[config.mk]
export PLATFORM = sky130hd
export DESIGN_NAME = servo_pid_mux
export DESIGN_NICKNAME = d
export VERILOG_FILES = /design/src/rtl/servo_pid_mux.sv
export SDC_FILE = /design/constraint.sdc
export NUM_CORES = 2
export LEC_CHECK = 0
export CAP_MARGIN = 25
export CORE_MARGIN = 5
export CORE_UTILIZATION = 63
export CTS_CLUSTER_SIZE = 16
export DETAILED_ROUTE_END_ITERATION = 7
export HOLD_SLACK_MARGIN = 0.15
export PLACE_DENSITY = 0.82
export SYNTH_ARGS = -nofsm -noshare
export SYNTH_HDL_FRONTEND = slang
export SYNTH_SLANG_ARGS = --single-unit
export TNS_END_PERCENT = 1
[constraint.sdc]
create_clock -name clk -period 22.6 [get_ports clk]
set_input_delay 4.52 -clock clk [delete_from_list [all_inputs] [get_ports clk]]
set_output_delay 4.52 -clock clk [all_outputs]
set_load 0.01 [all_outputs]
[src/rtl/servo_pid_mux.sv]
// N-channel PID regulator sharing one signed multiplier across channels.
// Each frame runs P, I, D and SUM once per channel, in channel order.
module servo_pid_mux #(
    parameter int unsigned CH   = 4,
    parameter int unsigned W    = 16,
    parameter int unsigned KW   = 18,
    parameter int unsigned FRAC = 8,
    parameter int unsigned CW   = (CH > 1) ? $clog2(CH) : 1
) (
    input  logic              clk,
    input  logic              rst,
    input  logic              start,
    input  logic [CH*W-1:0]   err,
    input  logic              param_we,
    input  logic [CW-1:0]     param_ch,
    input  logic [2:0]        param_idx,
    input  logic [KW-1:0]     param_data,
    output logic [CH*W-1:0]   u,
    output logic              busy,
    output logic              rdy,
    output logic [CH-1:0]     sat
);
    localparam int unsigned PW  = W + KW + 1;
    localparam int unsigned AW  = W + KW + 1;
    localparam int unsigned AW2 = W + KW + 2;
    localparam int unsigned SW  = W + KW + 3;

    typedef enum logic [2:0] {S_IDLE, S_P, S_I, S_D, S_SUM, S_DONE} state_t;

    state_t          state_q, state_d;
    logic [CW-1:0]   ch_q, ch_d;
    logic            busy_q, busy_d, rdy_q, rdy_d;

    logic signed [W-1:0]    e_q     [CH];
    logic signed [W-1:0]    eprev_q [CH];
    logic signed [KW-1:0]   kp_q    [CH];
    logic signed [KW-1:0]   ki_q    [CH];
    logic signed [KW-1:0]   kd_q    [CH];
    logic        [W-2:0]    imax_q  [CH];
    logic        [W-2:0]    umax_q  [CH];
    logic signed [AW-1:0]   acc_q   [CH];
    logic signed [W-1:0]    u_q     [CH];
    logic        [CH-1:0]   en_q, sat_q;
    logic signed [W+KW-1:0] prod_p_q;
    logic signed [PW-1:0]   prod_d_q;

    logic signed [W-1:0]  e_cur, ep_cur;
    logic signed [W:0]    diff;
    logic signed [KW-1:0] mul_a;
    logic signed [W:0]    mul_b;
    logic signed [PW-1:0] prod;
    logic signed [AW2-1:0] acc_sum, ilim;
    logic signed [AW-1:0] acc_d;
    logic signed [SW-1:0] s_full, s_sh, ulim;
    logic signed [W-1:0]  u_d;
    logic                 sat_hit;
    logic                 param_ok;

    // Frame sequencer: four steps per channel, then a one-cycle DONE.
    always_comb begin
        state_d = state_q;
        ch_d    = ch_q;
        busy_d  = 1'b0;
        rdy_d   = 1'b0;
        case (state_q)
            S_IDLE: if (start) begin
                state_d = S_P;
                ch_d    = '0;
            end
            S_P:    state_d = S_I;
            S_I:    state_d = S_D;
            S_D:    state_d = S_SUM;
            S_SUM: begin
                if (ch_q == CW'(CH - 1)) begin
                    state_d = S_DONE;
                end else begin
                    state_d = S_P;
                    ch_d    = ch_q + CW'(1);
                end
            end
            S_DONE: state_d = S_IDLE;
            default: state_d = S_IDLE;
        endcase
        busy_d = (state_d != S_IDLE);
        rdy_d  = (state_d == S_DONE);
    end

    always_ff @(posedge clk) begin
        if (rst) begin
            state_q <= S_IDLE;
            ch_q    <= '0;
            busy_q  <= 1'b0;
            rdy_q   <= 1'b0;
        end else begin
            state_q <= state_d;
            ch_q    <= ch_d;
            busy_q  <= busy_d;
            rdy_q   <= rdy_d;
        end
    end

    // Shared multiplier operand select, integrator clamp and output saturation.
    always_comb begin
        e_cur  = e_q[ch_q];
        ep_cur = eprev_q[ch_q];
        diff   = (W+1)'(e_cur) - (W+1)'(ep_cur);
        mul_a  = '0;
        mul_b  = '0;
        case (state_q)
            S_P: begin mul_a = kp_q[ch_q]; mul_b = (W+1)'(e_cur); end
            S_I: begin mul_a = ki_q[ch_q]; mul_b = (W+1)'(e_cur); end
            S_D: begin mul_a = kd_q[ch_q]; mul_b = diff; end
            default: ;
        endcase
        prod = PW'(mul_a) * PW'(mul_b);

        acc_sum = AW2'(acc_q[ch_q]) + AW2'(prod);
        ilim    = $signed(AW2'({imax_q[ch_q], {FRAC{1'b0}}}));
        if (acc_sum > ilim)       acc_d = AW'(ilim);
        else if (acc_sum < -ilim) acc_d = AW'(-ilim);
        else                      acc_d = AW'(acc_sum);

        s_full  = SW'(prod_p_q) + SW'(acc_q[ch_q]) + SW'(prod_d_q);
        s_sh    = s_full >>> FRAC;
        ulim    = $signed(SW'(umax_q[ch_q]));
        sat_hit = 1'b0;
        if (s_sh > ulim) begin
            u_d     = W'(ulim);
            sat_hit = 1'b1;
        end else if (s_sh < -ulim) begin
            u_d     = W'(-ulim);
            sat_hit = 1'b1;
        end else begin
            u_d = W'(s_sh);
        end

        param_ok = param_we && ({1'b0, param_ch} < (CW+1)'(CH));
    end

    // Datapath and parameter storage; int_rst is written last so it wins.
    always_ff @(posedge clk) begin
        if (rst) begin
            prod_p_q <= '0;
            prod_d_q <= '0;
            en_q     <= '1;
            sat_q    <= '0;
            for (int c = 0; c < CH; c++) begin
                e_q[c]     <= '0;
                eprev_q[c] <= '0;
                kp_q[c]    <= '0;
                ki_q[c]    <= '0;
                kd_q[c]    <= '0;
                imax_q[c]  <= '1;
                umax_q[c]  <= '1;
                acc_q[c]   <= '0;
                u_q[c]     <= '0;
            end
        end else begin
            if (state_q == S_IDLE && start) begin
                for (int c = 0; c < CH; c++) e_q[c] <= err[c*W +: W];
            end
            case (state_q)
                S_P: prod_p_q <= (W+KW)'(prod);
                S_I: acc_q[ch_q] <= en_q[ch_q] ? acc_d : '0;
                S_D: begin
                    prod_d_q      <= prod;
                    eprev_q[ch_q] <= en_q[ch_q] ? e_cur : '0;
                end
                S_SUM: begin
                    if (en_q[ch_q]) begin
                        u_q[ch_q] <= u_d;
                        if (sat_hit) sat_q[ch_q] <= 1'b1;
                    end else begin
                        u_q[ch_q] <= '0;
                    end
                end
                default: ;
            endcase
            if (param_ok) begin
                case (param_idx)
                    3'd0: kp_q[param_ch]   <= param_data;
                    3'd1: ki_q[param_ch]   <= param_data;
                    3'd2: kd_q[param_ch]   <= param_data;
                    3'd3: imax_q[param_ch] <= param_data[W-2:0];
                    3'd4: umax_q[param_ch] <= param_data[W-2:0];
                    3'd5: en_q[param_ch]   <= param_data[0];
                    3'd6: begin
                        acc_q[param_ch]   <= '0;
                        eprev_q[param_ch] <= '0;
                        sat_q[param_ch]   <= 1'b0;
                    end
                    default: ;
                endcase
            end
        end
    end

    for (genvar gc = 0; gc < CH; gc++) begin : g_u
        assign u[gc*W +: W] = u_q[gc];
    end
    assign busy = busy_q;
    assign rdy  = rdy_q;
    assign sat  = sat_q;
endmodule

# Word level (Yosys, flattened, before mapping)
# Memories as Yosys holds them, arrays and structs flattened. A register that Yosys moved wholly into a read port is not among the register bits.
# Index checks and enable logic that the tools add are counted.
# word_totals
n_memories	9
output_inout_bits	70
ramBits	668
wordCells	198
in_bits	91
ff_bits	84
# mem_list
memory	depth	width	read_ports	rd_ports_with_merged_regs	write_ports	line	text
acc_q	4	35	1	1	4	41	logic signed [AW-1:0] acc_q [CH];
kd_q	4	18	1	1	4	38	logic signed [KW-1:0] kd_q [CH];
ki_q	4	18	1	1	4	37	logic signed [KW-1:0] ki_q [CH];
kp_q	4	18	1	1	4	36	logic signed [KW-1:0] kp_q [CH];
e_q	4	16	1	1	4	34	logic signed [W-1:0] e_q [CH];
eprev_q	4	16	1	1	4	35	logic signed [W-1:0] eprev_q [CH];
+3 memories	n/a	n/a	n/a	n/a	n/a	n/a	
# classes
n_bitwise	8
eq_ne	14
n_reduce_logical	20
n_mul	1
addsub	7
n_lt_le_gt_ge	8
mux	123
# op_table
operator	count
$mux W16	11
$mux W35	5
$reduce_or A35 Y1	2
$mux W1	58
$mux W2	28
$mux W18	3
$pmux W18 S3	1
$reduce_or A18 Y1	3
$reduce_or A16 Y1	3
$add A36 B35 Y37	1
$lt A29 B37 Y1	1
$neg A15 Y37	1
$add A34 B35 Y36	1
$add A35 B35 Y36	1
$gt A36 B24 Y1	1
$lt A36 B36 Y1	1
$neg A23 Y36	1
$mul A18 B17 Y35	1
$pmux W17 S2	1
$mux W15	2
$reduce_or A15 Y1	2
$gt A29 B16 Y1	1
$mux W4	6
$sub A16 B16 Y17	1
25 further kinds	45

# Depth between registers and ports, before layout
# logic_depth
word_depth	12
depth_mapped	76
depth_no_buf	62

# Worst setup path before layout
# Ideal clock, no wire load.
# synth_timing
path_type	register -> register
startpoint	register with a tool-made name
endpoint	memory acc_q[3][31] (netlist bit)
required_ns	22.472
path_slack_ns	5.908
path_buffers	13
period_less_slack_ns	16.692
t_arrival_ns	16.564
path_stages_with_launch	72
setup_time_ns	0.128
path_cell_list	dfxtp_1 -> buf_4 -> buf_6 -> buf_4 -> buf_2 -> buf_2 -> buf_2 -> buf_2 -> buf_4 -> buf_2 -> buf_1 -> buf_2 -> mux4_2 -> ha_1 -> fa_1 -> nor2b_1 -> o21ai_0 -> a21boi_0 -> [... 36 more ...] -> o31ai_2 -> a31oi_1 -> xnor2_1 -> ha_1 -> and4_1 -> nand3_1 -> o22ai_1 -> nor4_1 -> and2_1 -> nor3_1 -> a211o_1 -> a2111o_1 -> maj3_2 -> o21ai_1 -> buf_4 -> mux2_2 -> a22oi_1 -> nor2_1
# synth_lines
element	line
end: declaration	41

==> impl_results.md <==
- Status: finished, final reports clean
- Syn nets: 5799
- WHS: 0.455 ns
- Vias/cell: 6.41
- Max Freq: 0.0555 GHz
- Post-synthesis instance area: 51800 µm²
- DRT iter0 DRCs: 5160
- Root buffer cell: clkbuf_16
- Worst Reg-to-Reg Cells: 60
- Slew headroom: 23.6%
- Drt total wl: 151 mm
- CTS tree: built
- DR WL/cell: 24.0 µm
- PwrDens: 78.4 nW/µm²
- Final #Nets: 5871
- Gr usage total: 34.1%
- Worst hold stages: 2
- Design Power: 0.00449 W
- Warnings from Yosys: 0
- Req. time, crit path: 23.08 ns
- Startpoint Class: flop
- CTS Hold Buffers Added: 0
- Share of post-route cells with drive strength above 1: 9.25%
- Maximum VDD drop: 0.0661 mV
- Vias in the first global route: 40300
- Post-CTS Setup Repair Bufs: 0
- GR met1 Demand/Resource: 46.8%
- Slew Viols, Final: 0
- Drt pass-1 iters: 6
- Sequential fraction of the synthesis area: 38.1%
- Worst Hold Launch: acc_q[0][16]$_SDFFE_PP0P_
- CP Data Arrival Time: 18.50 ns
- Asr flop ratio synth: 0%
- Die width: 297 µm
- HPWL Detailed: 106 mm
- Hold Crit Class: reg2reg
- Clock slew at reported path FFs: 0.06 ns
- Final setup viols: 0
- Detailed-route DRC error count: 0
- Final hold vios: 0
- Flop2flop setup slack: 4.58 ns
- GRT busiest layer: met2
- Initial core utilization: 63.3%
- Met2 usage: 52.8%
- GRT Residual Overflow: 0
- Final ANT Viol Nets: 0
- Detailed-route via count: 40400
- Final TNS setup: 0 ns
- Part of the cycle the worst path needs: 79.7%
- Minimum clock period: 18.02 ns
- Main synth FF type: edfxtp_1
- Largest net degree at the start of global routing: 118
- Port buffer count: 160
- CP max stage cell: o21ai_1
- Initial antenna violation count: 4
- Yosys cell types: 92
- Max_cap viols: 0
- Routability cong.: 0.967
- Avg Inst Size Synth: 10.2 µm²
- CTS sink cnt: 754
- Height of the die: 297 µm
- Post-CTS sizing: 0
- CP endpoint kind: flop
- Hold path endpoint: acc_q[0][16]$_SDFFE_PP0P_
- Clock skew: 0.0388 ns
- TritonCTS Buffers: 79
- Htree depth: 3
- Worst r2r dst: acc_q[0][26]$_SDFFE_PP0P_
- Die area: 88000 µm²
- Met3 usage: 7.55%
- CP Class: reg2reg
- Yosys reg bits: 754
- Clk_lat worst skew: 0.64 ns
- Worst Max-Slew Pin Slew: 1.12 ns
- Syn-to-layout area delta: 10.6%
- First-pass GRT wire length: 232 mm
- CP max stage delay: 0.84 ns
- Core area: 81800 µm²
- I/O pin cnt: 161
- Deepest clock path buffer count: 3
- Mapped Cells: 5089
- EDFF count, synth: 464
- Leak Pwr: 23.7 nW
- Rows: 105
- RSZ-0062 raised after global routing: no
- Fillers: 5702
- Max FO, Critical Path: 39
==> registers in the layout, summed over array words and instances, names as in the netlist, named ones only <==
signal	cells
acc_q	140
kd_q	72
ki_q	72
kp_q	72
e_q	64
eprev_q	64
u_q	64
imax_q	60
umax_q	60
prod_d_q	35
prod_p_q	34
en_q	4
sat	4
state_q	3
ch_q	2
busy	1
rdy	1
==> cell type report <==
cell class	instances	area (µm²)	area share [%]
multi-input combinational	3545	29200	51.0
clock inverter	41	463	0.809
antenna	3	7.51	0.0131
tap	1070	1340	2.34
clock buffer	103	2160	3.78
inverter	538	2020	3.53
sequential	754	19700	34.5
timing repair buffer	243	2290	4.00
==> stage by stage <==
stage | setup WS [ns] | cell area [µm²] | cells | util, %
detailed placement | 5.00 | 54600 | 6148 | 66.7
CTS | 4.92 | 57200 | 6292 | 69.9
finish | 4.58 | 57300 | 6297 | 70.0
global route | 3.49 | 57200 | 6294 | 69.9
floorplan | 5.91 | 51800 | 5089 | -
global placement | 5.41 | 54500 | 6146 | 66.6
==> kinds of logic after synthesis <==
family          after synthesis  share of synthesized area [%]
fa+ha+maj                   620                           20.0
flops                       754                           38.1
mux                         211                           7.79
compound gates              867                           11.0
xor+xnor                    118                           2.02
buf+inv                     790                           5.87
simple gates               1729                           15.1
==> synthesized netlist by cell type, drive strengths merged, types with 5 or more instances <==
library cell	n	area share (%)
or2	32	0.39
nand2	556	4.0
a22o	11	0.19
a21o	78	1.1
edfxtp	464	27
nand3	43	0.42
or3	55	0.66
a31oi	23	0.28
o21a	37	0.54
a22oi	126	1.8
a2111oi	5	0.085
and3	20	0.24
xnor2	93	1.6
o21ai	135	1.3
nor4	22	0.29
nand4	33	0.40
a21boi	10	0.14
a211o	7	0.12
ha	272	6.6
buf	51	0.51
o31ai	19	0.29
clkbuf	201	1.5
a21oi	263	2.6
nor2	607	4.4
a221oi	5	0.12
and4	9	0.15
xor2	24	0.41
nor3	72	0.70
nand3b	5	0.073
dfxtp	290	11
nand2b	78	0.94
fa	347	13
mux2	26	0.57
mux2i	34	0.66
nor2b	68	0.82
mux4	151	6.6
a32oi	30	0.52
and2	116	1.4
inv	536	3.9
o211ai	25	0.36
a211oi	23	0.34
o211a	5	0.097
o21bai	19	0.28
==> placed cells by master, fill, tap and decap left out, types with 11 or more instances in the layout <==
cell | netlist | layout
a211oi_1 | 22 | 22
a21o_1 | 78 | 78
a21oi_1 | 255 | 252
a21oi_2 | 8 | 11
a22o_1 | 11 | 11
a22oi_1 | 126 | 126
a31oi_1 | 23 | 22
a32oi_1 | 29 | 28
and2_1 | 115 | 114
and3_1 | 20 | 20
buf_4 | 6 | 78
clkbuf_1 | 201 | 15
clkbuf_16 | 0 | 81
clkdlybuf4s50_1 | 0 | 159
clkinv_1 | 2 | 13
dfxtp_1 | 290 | 288
edfxtp_1 | 464 | 464
fa_1 | 347 | 347
ha_1 | 272 | 272
inv_1 | 535 | 535
mux2_2 | 26 | 26
mux2i_1 | 34 | 34
mux4_2 | 151 | 151
nand2_1 | 556 | 554
nand2b_1 | 78 | 76
nand3_1 | 43 | 43
nand4_1 | 33 | 33
nor2_1 | 605 | 590
nor2b_1 | 68 | 66
nor3_1 | 72 | 71
nor4_1 | 21 | 21
o211ai_1 | 25 | 25
o21a_1 | 37 | 37
o21ai_0 | 128 | 118
o21bai_1 | 19 | 19
or2_2 | 30 | 30
or3_1 | 55 | 55
xnor2_1 | 93 | 93
xor2_1 | 24 | 24
==> worst max-delay path by stage <==
stage | end | cells past startpoint | from | slack (ns)
floorplan | acc_q[3][31]$_SDFFE_PP0P_ | 71 | flop | 5.91
global placement | acc_q[0][24]$_SDFFE_PP0P_ | 59 | flop | 5.41
detailed placement | acc_q[2][30]$_SDFFE_PP0P_ | 59 | flop | 5.00
CTS | acc_q[3][24]$_SDFFE_PP0P_ | 59 | flop | 4.92
global route | acc_q[3][24]$_SDFFE_PP0P_ | 60 | flop | 3.49
finish | acc_q[0][26]$_SDFFE_PP0P_ | 60 | flop | 4.58
==> metal layers <==
layer | vias to the layer above | wire length (µm)
met3 | 468 | 17300
met2 | 2348 | 68300
met1 | 19800 | 57100
met5 | - | 13
li1 | 17700 | -
met4 | 2 | 8130
==> critical path, delay by kind of cell, from the launching register on <==
family	cells	cell delay, ns
mux	1	0.65
buf+inv	5	1.25
fa+ha+maj	11	4.94
flops	1	0.70
compound gates	29	7.89
xor+xnor	2	0.46
simple gates	12	1.92
==> where the power goes <==
part / switching [W] / internal, W
clock network: 0.000571 / 0.000753
registers: 0.0000281 / 0.00153
logic: 0.00107 / 0.000538
total: 0.00167 / 0.00282
No activity file was read; power rests on OpenSTA's default activity.
